### src/rtl/vco_adc_pkg.sv
// Shared sizing for the VCO-ADC decimation path.
package vco_adc_pkg;

    localparam int PHASE_WIDTH_DEF = 11;
    localparam int OSR_LOG2_DEF    = 9;
    localparam int WARMUP_FRAMES   = 2;

    function automatic int out_width(input int phase_w, input int osr_log2);
        return phase_w + 2 * osr_log2;
    endfunction

endpackage

### src/rtl/cic2_decim.sv
// Second-order CIC decimator: two integrators, frame counter, two combs.
module cic2_decim
    import vco_adc_pkg::*;
#(
    parameter int IN_WIDTH  = PHASE_WIDTH_DEF,
    parameter int OSR_LOG2  = OSR_LOG2_DEF,
    parameter int OUT_WIDTH = out_width(IN_WIDTH, OSR_LOG2)
) (
    input  logic                 clk,
    input  logic                 rst,
    input  logic                 enable_i,
    input  logic [IN_WIDTH-1:0]  d_i,
    output logic                 strobe_o,
    output logic [OUT_WIDTH-1:0] comb_o
);

    logic [OSR_LOG2-1:0]  cnt_q, cnt_d;
    logic [OUT_WIDTH-1:0] i1_q, i1_d;
    logic [OUT_WIDTH-1:0] i2_q, i2_d;
    logic [OUT_WIDTH-1:0] i2_last_q, i2_last_d;
    logic [OUT_WIDTH-1:0] c1_last_q, c1_last_d;
    logic [OUT_WIDTH-1:0] c1, c2;

    assign strobe_o = enable_i && (cnt_q == {OSR_LOG2{1'b1}});
    assign c1       = i2_q - i2_last_q;
    assign c2       = c1 - c1_last_q;
    assign comb_o   = c2;

    always_comb begin
        cnt_d     = cnt_q;
        i1_d      = i1_q;
        i2_d      = i2_q;
        i2_last_d = i2_last_q;
        c1_last_d = c1_last_q;
        if (!enable_i) begin
            cnt_d     = '0;
            i1_d      = '0;
            i2_d      = '0;
            i2_last_d = '0;
            c1_last_d = '0;
        end else begin
            // OSR is a power of two, so the counter wraps by overflow
            cnt_d = cnt_q + 1'b1;
            i1_d  = i1_q + OUT_WIDTH'(d_i);
            i2_d  = i2_q + i1_q;
            if (strobe_o) begin
                i2_last_d = i2_q;
                c1_last_d = c1;
            end
        end
    end

    always_ff @(posedge clk) begin
        if (!rst) begin
            cnt_q     <= '0;
            i1_q      <= '0;
            i2_q      <= '0;
            i2_last_q <= '0;
            c1_last_q <= '0;
        end else begin
            cnt_q     <= cnt_d;
            i1_q      <= i1_d;
            i2_q      <= i2_d;
            i2_last_q <= i2_last_d;
            c1_last_q <= c1_last_d;
        end
    end

endmodule

### src/rtl/vco_decimator.sv
// VCO phase differencer, CIC2 decimation, warm-up gating and output handshake.
module vco_decimator
    import vco_adc_pkg::*;
#(
    parameter  int PHASE_WIDTH = PHASE_WIDTH_DEF,
    parameter  int OSR_LOG2    = OSR_LOG2_DEF,
    localparam int OUT_WIDTH   = out_width(PHASE_WIDTH, OSR_LOG2)
) (
    input  logic                   clk,
    input  logic                   rst,
    input  logic                   enable_i,
    input  logic [PHASE_WIDTH-1:0] phase_i,
    output logic [OUT_WIDTH-1:0]   data_o,
    output logic                   valid_o,
    input  logic                   ready_i,
    output logic                   overrun_o
);

    logic [PHASE_WIDTH-1:0] phase_q, phase_d;
    logic [PHASE_WIDTH-1:0] phase_prev_q, phase_prev_d;
    logic [PHASE_WIDTH-1:0] diff;
    logic                   first_q, first_d;
    logic [1:0]             warm_q, warm_d;
    logic [OUT_WIDTH-1:0]   data_q, data_d;
    logic                   valid_q, valid_d;
    logic                   ovr_q, ovr_d;
    logic                   strobe;
    logic [OUT_WIDTH-1:0]   comb;
    logic                   accept;
    logic                   emit;

    assign diff   = first_q ? '0 : phase_q - phase_prev_q;
    assign accept = valid_q && ready_i;
    assign emit   = strobe && (warm_q == 2'(WARMUP_FRAMES));

    cic2_decim #(
        .IN_WIDTH  (PHASE_WIDTH),
        .OSR_LOG2  (OSR_LOG2),
        .OUT_WIDTH (OUT_WIDTH)
    ) u_cic (
        .clk      (clk),
        .rst      (rst),
        .enable_i (enable_i),
        .d_i      (diff),
        .strobe_o (strobe),
        .comb_o   (comb)
    );

    always_comb begin
        phase_d      = phase_q;
        phase_prev_d = phase_prev_q;
        first_d      = first_q;
        warm_d       = warm_q;
        data_d       = data_q;
        valid_d      = valid_q;
        ovr_d        = ovr_q;
        if (!enable_i) begin
            first_d = 1'b1;
            warm_d  = '0;
            valid_d = 1'b0;
        end else begin
            phase_d = phase_i;
            // Seed prev with the fresh sample so stale phase never yields a step
            phase_prev_d = first_q ? phase_i : phase_q;
            first_d      = 1'b0;
            if (strobe && !emit) begin
                warm_d = warm_q + 2'd1;
            end
            if (accept) begin
                valid_d = 1'b0;
            end
            if (emit) begin
                if (valid_q && !ready_i) begin
                    ovr_d = 1'b1;
                end else begin
                    data_d  = comb;
                    valid_d = 1'b1;
                end
            end
        end
    end

    always_ff @(posedge clk) begin
        if (!rst) begin
            phase_q      <= '0;
            phase_prev_q <= '0;
            first_q      <= 1'b1;
            warm_q       <= '0;
            data_q       <= '0;
            valid_q      <= 1'b0;
            ovr_q        <= 1'b0;
        end else begin
            phase_q      <= phase_d;
            phase_prev_q <= phase_prev_d;
            first_q      <= first_d;
            warm_q       <= warm_d;
            data_q       <= data_d;
            valid_q      <= valid_d;
            ovr_q        <= ovr_d;
        end
    end

    assign data_o    = data_q;
    assign valid_o   = valid_q;
    assign overrun_o = ovr_q;

endmodule
### config.mk
export PLATFORM = sky130hd
export DESIGN_NAME = vco_decimator
export DESIGN_NICKNAME = d
export VERILOG_FILES = /design/src/rtl/vco_adc_pkg.sv /design/src/rtl/cic2_decim.sv /design/src/rtl/vco_decimator.sv
export SDC_FILE = /design/constraint.sdc
export NUM_CORES = 1
export LEC_CHECK = 0
export BUFFER_PORTS_ARGS = -buffer_cell sky130_fd_sc_hd__buf_2
export CORE_MARGIN = 2
export CORE_UTILIZATION = 41
export DETAILED_ROUTE_END_ITERATION = 16
export SYNTH_ARGS = -nofsm -noshare
export SYNTH_HDL_FRONTEND = slang
export SYNTH_SLANG_ARGS = --single-unit
### constraint.sdc
create_clock -name clk -period 5.3 [get_ports clk]
set_input_delay 0.265 -clock clk [delete_from_list [all_inputs] [get_ports clk]]
set_output_delay 0.265 -clock clk [all_outputs]
set_load 0.005 [all_outputs]
==> results.toml, run 1 <==
[synth]
yosysTopAreaCell = "dfxtp_1"
synth_compound_area_frac = 0.192
ys_async_sr_fraction = 0
synth.top_cell.area_share = 0.318
synth_cells = 1359
ys_top_cells_by_count = "181 x dfxtp_1, 155 x nor2_1, 108 x ha_1, 100 x inv_1, 91 x a21oi_1"
synth_top_family_by_area = "compound AO/OA/AOI/OAI gates"
synthMuxAreaShare = 0.0660
syn-num-nets = 1487
synth_ff_type = "dfxtp_1"
synth.area.top_cells = "dfxtp_1 32%, ha_1 12%, mux2i_1 6.5%"
synth.distinct_cells = 69
ys_ff_latch = 181
synth_xor_area_frac = 0.0774
seq_area_frac_synth = 0.318
synth_edf_count = 0
syn_avg_cell_area_sq_um = 8.39
synth_most_common_cell = "dfxtp_1"
yosys.area_share.simple = 0.172
yosysWarnings = 0
syn-cell-area_sq_mm = 0.0114
synthAdderAreaFrac = 0.127

[power]
powerDensity_mw_per_mm2 = 279
power_uw = 3500
peakVddDrop_uv = 197
p_leak_uw = 0.00538

[worst_setup_path]
setup.worst_path.end_class = "flop"
worstPathRequired_ps = 5640
worst_setup_path_start_kind = "flop"
startpoint = "u_cic.i2_q[0]$_SDFF_PN0_"
crit_type = "flop to flop"
cp.arrival_ps = 5170
worst-r2r-setup-slack_ps = 470
reg2reg_to = "data_o[28]$_SDFFE_PN0P_"
critPathMaxFanout = 5
reg2reg_from = "u_cic.i2_q[0]$_SDFF_PN0_"
rr_worst_depth = 22

[clock_network]
post_cts_buffers = 0
clockBufferDepth = 2
ctsHoldBuffers = 0
htreeDepth = 4
clkTransAtPathRegs_ps = 80
clock_sinks = 181
cts_tree = "yes"
post_cts_resize_count = 0
root_buffer = "clkbuf_16"
insertion_delay_ps = 440
cts_buffers = 17

[worst_hold_path]
hp-class = "primary input to flop"
holdCritStartpoint = "phase_i[2]"
min_to = "phase_q[2]$_SDFFE_PN0P_"
hold_depth = 3

[floorplanning]
start_util = 0.414
rows = 61
die_area_sq_mm = 0.0292
die_w_um = 171
placeableCoreArea_sq_mm = 0.0276
pin_count = 46
die_y_um = 171

[routing]
wl_per_cell_um = 12.8
drtIter0Drc = 351
drc = 0
ant_nets = 0
wirelength_um = 22700
viasPerCell = 5.02
first_pass_iters = 5
vias = 8914

[timing]
finalCriticalPeriod_ps = 4830
finalSetupTns_ps = 0
fmax_ghz = 0.207
slew_violations = 0
fin_skew_ps = 15.4
tightest_slew_ps = 984
setup_viol = 0
worst_hold_slack_ps = 91.7
slew_headroom = 0.344
rsz0062_at_grt = "no"
post-route-period-util = 0.912
finalHoldViolCount = 0

[global_routing]
grt_usage = 0.163
grt_pass1_vias = 8435
antenna_found_initial = 0
grt_pass1_wl_um = 39200
grt_max_degree = 66
grt-ovfl-total = 0

[placement]
gp_congestion = 0.808
post-dp-hpwl_um = 17200
dpl-instance-area_sq_mm = 0.0120
port_buffers = 45
dp_cells = 1745

[layout]
final_area_sq_mm = 0.0126
final_nets = 1514
stdcell_count = 1777
area_growth_syn_to_layout_pct = 10.3
drive_gt1_frac = 0.0736
num_antenna_cells = 0

[outcome]
status = "finished, final reports clean"

[flow_run]
cap_violations = 0
## report_power, final
| group | switching [uW] | internal, uW |
|---|---|---|
| combinational | 462 | 398 |
| clock | 620 | 632 |
| sequential | 15.5 | 1380 |
## sequential cells by signal, summed over array words and instances, names as in the netlist
name and count:
data_o 29, first_q 1, overrun_o 1, phase_prev_q 11, phase_q 11, u_cic.c1_last_q 29, u_cic.cnt_q 9, u_cic.i1_q 29
u_cic.i2_last_q 29, u_cic.i2_q 29, valid_o 1, warm_q 2
## kinds of logic after synthesis
family	count (synthesis)
AND/OR/NAND/NOR	417
multiplexers	75
adder cells (fa/ha/maj)	113
flip-flops	181
XOR/XNOR	99
AO/OA/AOI/OAI	329
buffers and inverters	145
## cell usage in the layout, fill, tap and decap left out, types with 4 or more instances in the layout
cell       instances
ha_1             107
inv_1            100
o21bai_1          10
o21ai_0           63
a21boi_0           4
nand4_1           11
nor4_1             4
o21a_1            13
xnor2_1           54
fa_1               5
o211ai_1           8
nand2_1           84
o21ai_1           14
dfxtp_1          181
or3_1             12
and3_1            22
nand2b_1          18
a31oi_1            6
xor2_1            44
and2_1            27
a211oi_1          11
clkbuf_16         17
buf_2             45
nand3_1           24
o31ai_1            7
inv_8              7
nor2b_1           27
a21oi_1           91
o211a_1           14
a21o_1            49
buf_4              7
mux2i_1           74
nor2_1           155
nor3_1            25
## stage by stage
stage	utilization	worst slack (ps)
3_5_place_dp	0.436	434
4_1_cts	0.457	421
6_report	0.457	468
2_1_floorplan	-	848
3_3_place_gp	0.436	494
5_1_grt	0.457	140
## worst max path at each step
| stage | end | slack [ps] |
|---|---|---|
| finish | data_o[28]$_SDFFE_PN0P_ | 470 |
| global route | data_o[26]$_SDFFE_PN0P_ | 140 |
| CTS | data_o[28]$_SDFFE_PN0P_ | 420 |
| detailed placement | data_o[26]$_SDFFE_PN0P_ | 430 |
| global placement | data_o[26]$_SDFFE_PN0P_ | 490 |
| floorplan | data_o[26]$_SDFFE_PN0P_ | 850 |
## layer usage
layer / vias up / wire length, um / track usage
met2: 94 / 10200 / 0.274
met5: - / 0 / 0
met3: 23 / 464 / 0.0229
met4: 0 / 325 / 0.0520
li1: 4795 / - / -
met1: 4002 / 11700 / 0.216
## critical path, cell delays in order, from the launching register on
cell and delay (ps):
dfxtp_1 330, inv_1 60, ha_1 160, inv_1 50, fa_1 390, a21o_1 190
a221o_1 380, a21bo_1 210, a21o_1 170, a21o_1 200, a311oi_1 370, xnor2_1 150
ha_1 280, a21o_1 200, a21o_1 170, a21o_1 190, a221o_1 350, o2111a_1 260
nor2_1 110, a21oi_1 80, xor3_1 200, o21ai_1 60, and2_1 160
## cell type report
class / instances / area (sq um)
Clock buffer: 17 / 425
Clock inverter: 15 / 155
Fill cell: 2746 / 15000
Inverter: 101 / 380
Multi-Input combinational cell: 1033 / 7250
Sequential cell: 181 / 3620
Tap cell: 378 / 473
Timing Repair Buffer: 52 / 278
Power figures use the tool's default switching activity.
==> run 2: changes to the inputs <==
--- a/config.mk
+++ b/config.mk
@@ -6,6 +6,7 @@
 export NUM_CORES = 1
 export LEC_CHECK = 0
 export BUFFER_PORTS_ARGS = -buffer_cell sky130_fd_sc_hd__buf_2
+export CAP_MARGIN = 20
 export CORE_MARGIN = 2
 export CORE_UTILIZATION = 41
 export DETAILED_ROUTE_END_ITERATION = 16
==> constraint.sdc (replaced) <==
create_clock -name clk -period 5.6 [get_ports clk]
set_input_delay 0.28 -clock clk [delete_from_list [all_inputs] [get_ports clk]]
set_output_delay 0.28 -clock clk [all_outputs]
set_load 0.005 [all_outputs]
==> run 2 against run 1 <==
  * Combinational power is 5.1% lower
  * First-iteration DRC count is 43% higher
  * Global-route usage shrank 0.43 points
==> results.toml, run 2 (synthesized netlist as in run 1, its figures left out) <==
[worst_setup_path]
worst_setup_path_start_kind = "flop"
critPathMaxFanout = 5
worst-r2r-setup-slack_ps = 720
cp.arrival_ps = 5220
cp_top_family = "compound AO/OA/AOI/OAI gates"
crit_top_cell = "a21o_1"
setup.worst_path.end_class = "flop"
critical-path-slowest-cell = "fa_1"
reg2reg_from = "u_cic.i2_q[0]$_SDFF_PN0_"
cp.buffers_inverters = 2
worstPathRequired_ps = 5940
crit_chain = "inv_1, ha_1, inv_1, fa_1, a21o_1, a221o_1, a21bo_1, a21o_1, a21o_1, a311oi_1, xnor2_1, ha_1, a21o_1, a21o_1, a21o_1, a221o_1, o2111a_1, nor3_1, xor2_1, o21ai_0, and2_1"
crit_type = "flop to flop"
cp_slowest_stage_delay_ps = 390
rr_worst_depth = 21
reg2reg_to = "data_o[26]$_SDFFE_PN0P_"

[power]
power_switching_uw = 1010
pwr-share-seq = 0.397
powerDensity_mw_per_mm2 = 264
p_leak_uw = 0.00537
p_comb_frac = 0.246
intPower_uw = 2310
peakVddDrop_uv = 177
power.clock.fraction = 0.357
swShare = 0.303

[global_routing]
grt_pass1_vias = 8231
grt_pass1_wl_um = 38200
grt_usage = 0.159
antenna_found_initial = 0
grt-ovfl-total = 0
grt_max_degree = 69

[worst_hold_path]
min_to = "phase_q[2]$_SDFFE_PN0P_"
holdCritStartpoint = "phase_i[2]"
hold_depth = 3
hp-class = "primary input to flop"

[placement]
post-place-ws_ps = 730
dpl-instance-area_sq_mm = 0.0120
gp_congestion = 0.809
post-dp-hpwl_um = 16700
port_buffers = 45

[layout]
fin_util = 0.456
num_antenna_cells = 0
area_growth_syn_to_layout_pct = 10.2
final_nets = 1513
layout_commonest_cell = "dfxtp_1"
drive_gt1_frac = 0.0715
final_area_sq_mm = 0.0126
final_cell_mix = "181 x dfxtp_1, 155 x nor2_1, 107 x ha_1"
fillerInstances = 2679

[routing]
ant_nets = 0
vias = 8915
viasPerCell = 5.02
wirelength_um = 22500
first_pass_iters = 5
drc = 0
wl_per_cell_um = 12.7
drtIter0Drc = 502

[clock_network]
clkTransAtPathRegs_ps = 80
insertion_delay_ps = 440
htreeDepth = 4
cts_buffers = 17
root_buffer = "clkbuf_16"
cts_tree = "yes"
post_cts_buffers = 0
clockBufferDepth = 2
clock_sinks = 181
ctsHoldBuffers = 0
post_cts_resize_count = 0

[timing]
finalHoldViolCount = 0
fin_skew_ps = 18.7
worst_slack_ps = 717
tightest_slew_ps = 995
finalSetupTns_ps = 0
post-route-period-util = 0.872
rsz0062_at_grt = "no"
setup_viol = 0
slew_headroom = 0.336
fmax_ghz = 0.205
finalCriticalPeriod_ps = 4880
slew_violations = 0

[flow_run]
cap_violations = 0

[floorplanning]
die_y_um = 171
rows = 61
pin_count = 46
placeableCoreArea_sq_mm = 0.0276
die_area_sq_mm = 0.0292
start_util = 0.414
die_w_um = 171

[outcome]
status = "finished, final reports clean"
==> run 2: through the flow <==
stage                     hold WS [ps]  cells  total power [uW]
final                              113   1776              3320
after global routing               120   1776              3520
after CTS                         99.9   1776              3370
after detailed placement           444   1744              2160
after global placement             428   1744              2160
after floorplan                    418   1359              2020
==> run 2: worst max path at each step <==
| stage | slack, ps | endpoint | start | depth (start not counted) |
|---|---|---|---|---|
| after floorplan | 1150 | data_o[26]$_SDFFE_PN0P_ | u_cic.i2_q[0]$_SDFF_PN0_ | 21 |
| after global placement | 790 | data_o[26]$_SDFFE_PN0P_ | u_cic.i2_q[0]$_SDFF_PN0_ | 21 |
| after detailed placement | 730 | data_o[26]$_SDFFE_PN0P_ | u_cic.i2_q[0]$_SDFF_PN0_ | 21 |
| after CTS | 690 | data_o[26]$_SDFFE_PN0P_ | u_cic.i2_q[0]$_SDFF_PN0_ | 21 |
| after global routing | 490 | data_o[26]$_SDFFE_PN0P_ | u_cic.i2_q[0]$_SDFF_PN0_ | 21 |
| final | 720 | data_o[26]$_SDFFE_PN0P_ | u_cic.i2_q[0]$_SDFF_PN0_ | 21 |
==> run 2: worst reg2reg max path, stage by stage, from the launching register on <==
cell	delay (ps)
dfxtp_1	330
inv_1	60
ha_1	150
inv_1	60
fa_1	390
a21o_1	190
a221o_1	390
a21bo_1	210
a21o_1	170
a21o_1	200
a311oi_1	380
xnor2_1	170
ha_1	290
a21o_1	200
a21o_1	160
a21o_1	190
a221o_1	370
o2111a_1	250
nor3_1	220
xor2_1	160
o21ai_0	70
and2_1	160
==> run 2: power by group through the flow <==
| stage | logic, uW | registers, uW | clock network (uW) |
|---|---|---|---|
| finish | 816 | 1320 | 1180 |
| detailed placement | 817 | 1350 | 0 |
| CTS | 820 | 1320 | 1230 |
| global placement | 809 | 1350 | 0 |
| global route | 918 | 1320 | 1280 |
| floorplan | 677 | 1340 | 0 |
==> run 2: final cells by class <==
| class | count | area [sq um] | share of cell area |
|---|---|---|---|
| multi-input combinational | 1033 | 7250 | 0.577 |
| sequential | 181 | 3620 | 0.288 |
| tap | 378 | 473 | 0.0376 |
| clock buffer | 19 | 433 | 0.0345 |
| inverter | 101 | 380 | 0.0303 |
| timing repair buffer | 51 | 270 | 0.0215 |
| clock inverter | 13 | 140 | 0.0112 |
==> run 2: layer usage <==
layer / part of all wire / vias to the layer above / track usage
met5: 0 / - / 0
met4: 0.019 / 0 / 0.0487
met3: 0.024 / 29 / 0.0280
met2: 0.44 / 114 / 0.263
met1: 0.52 / 3979 / 0.210
li1: - / 4793 / -
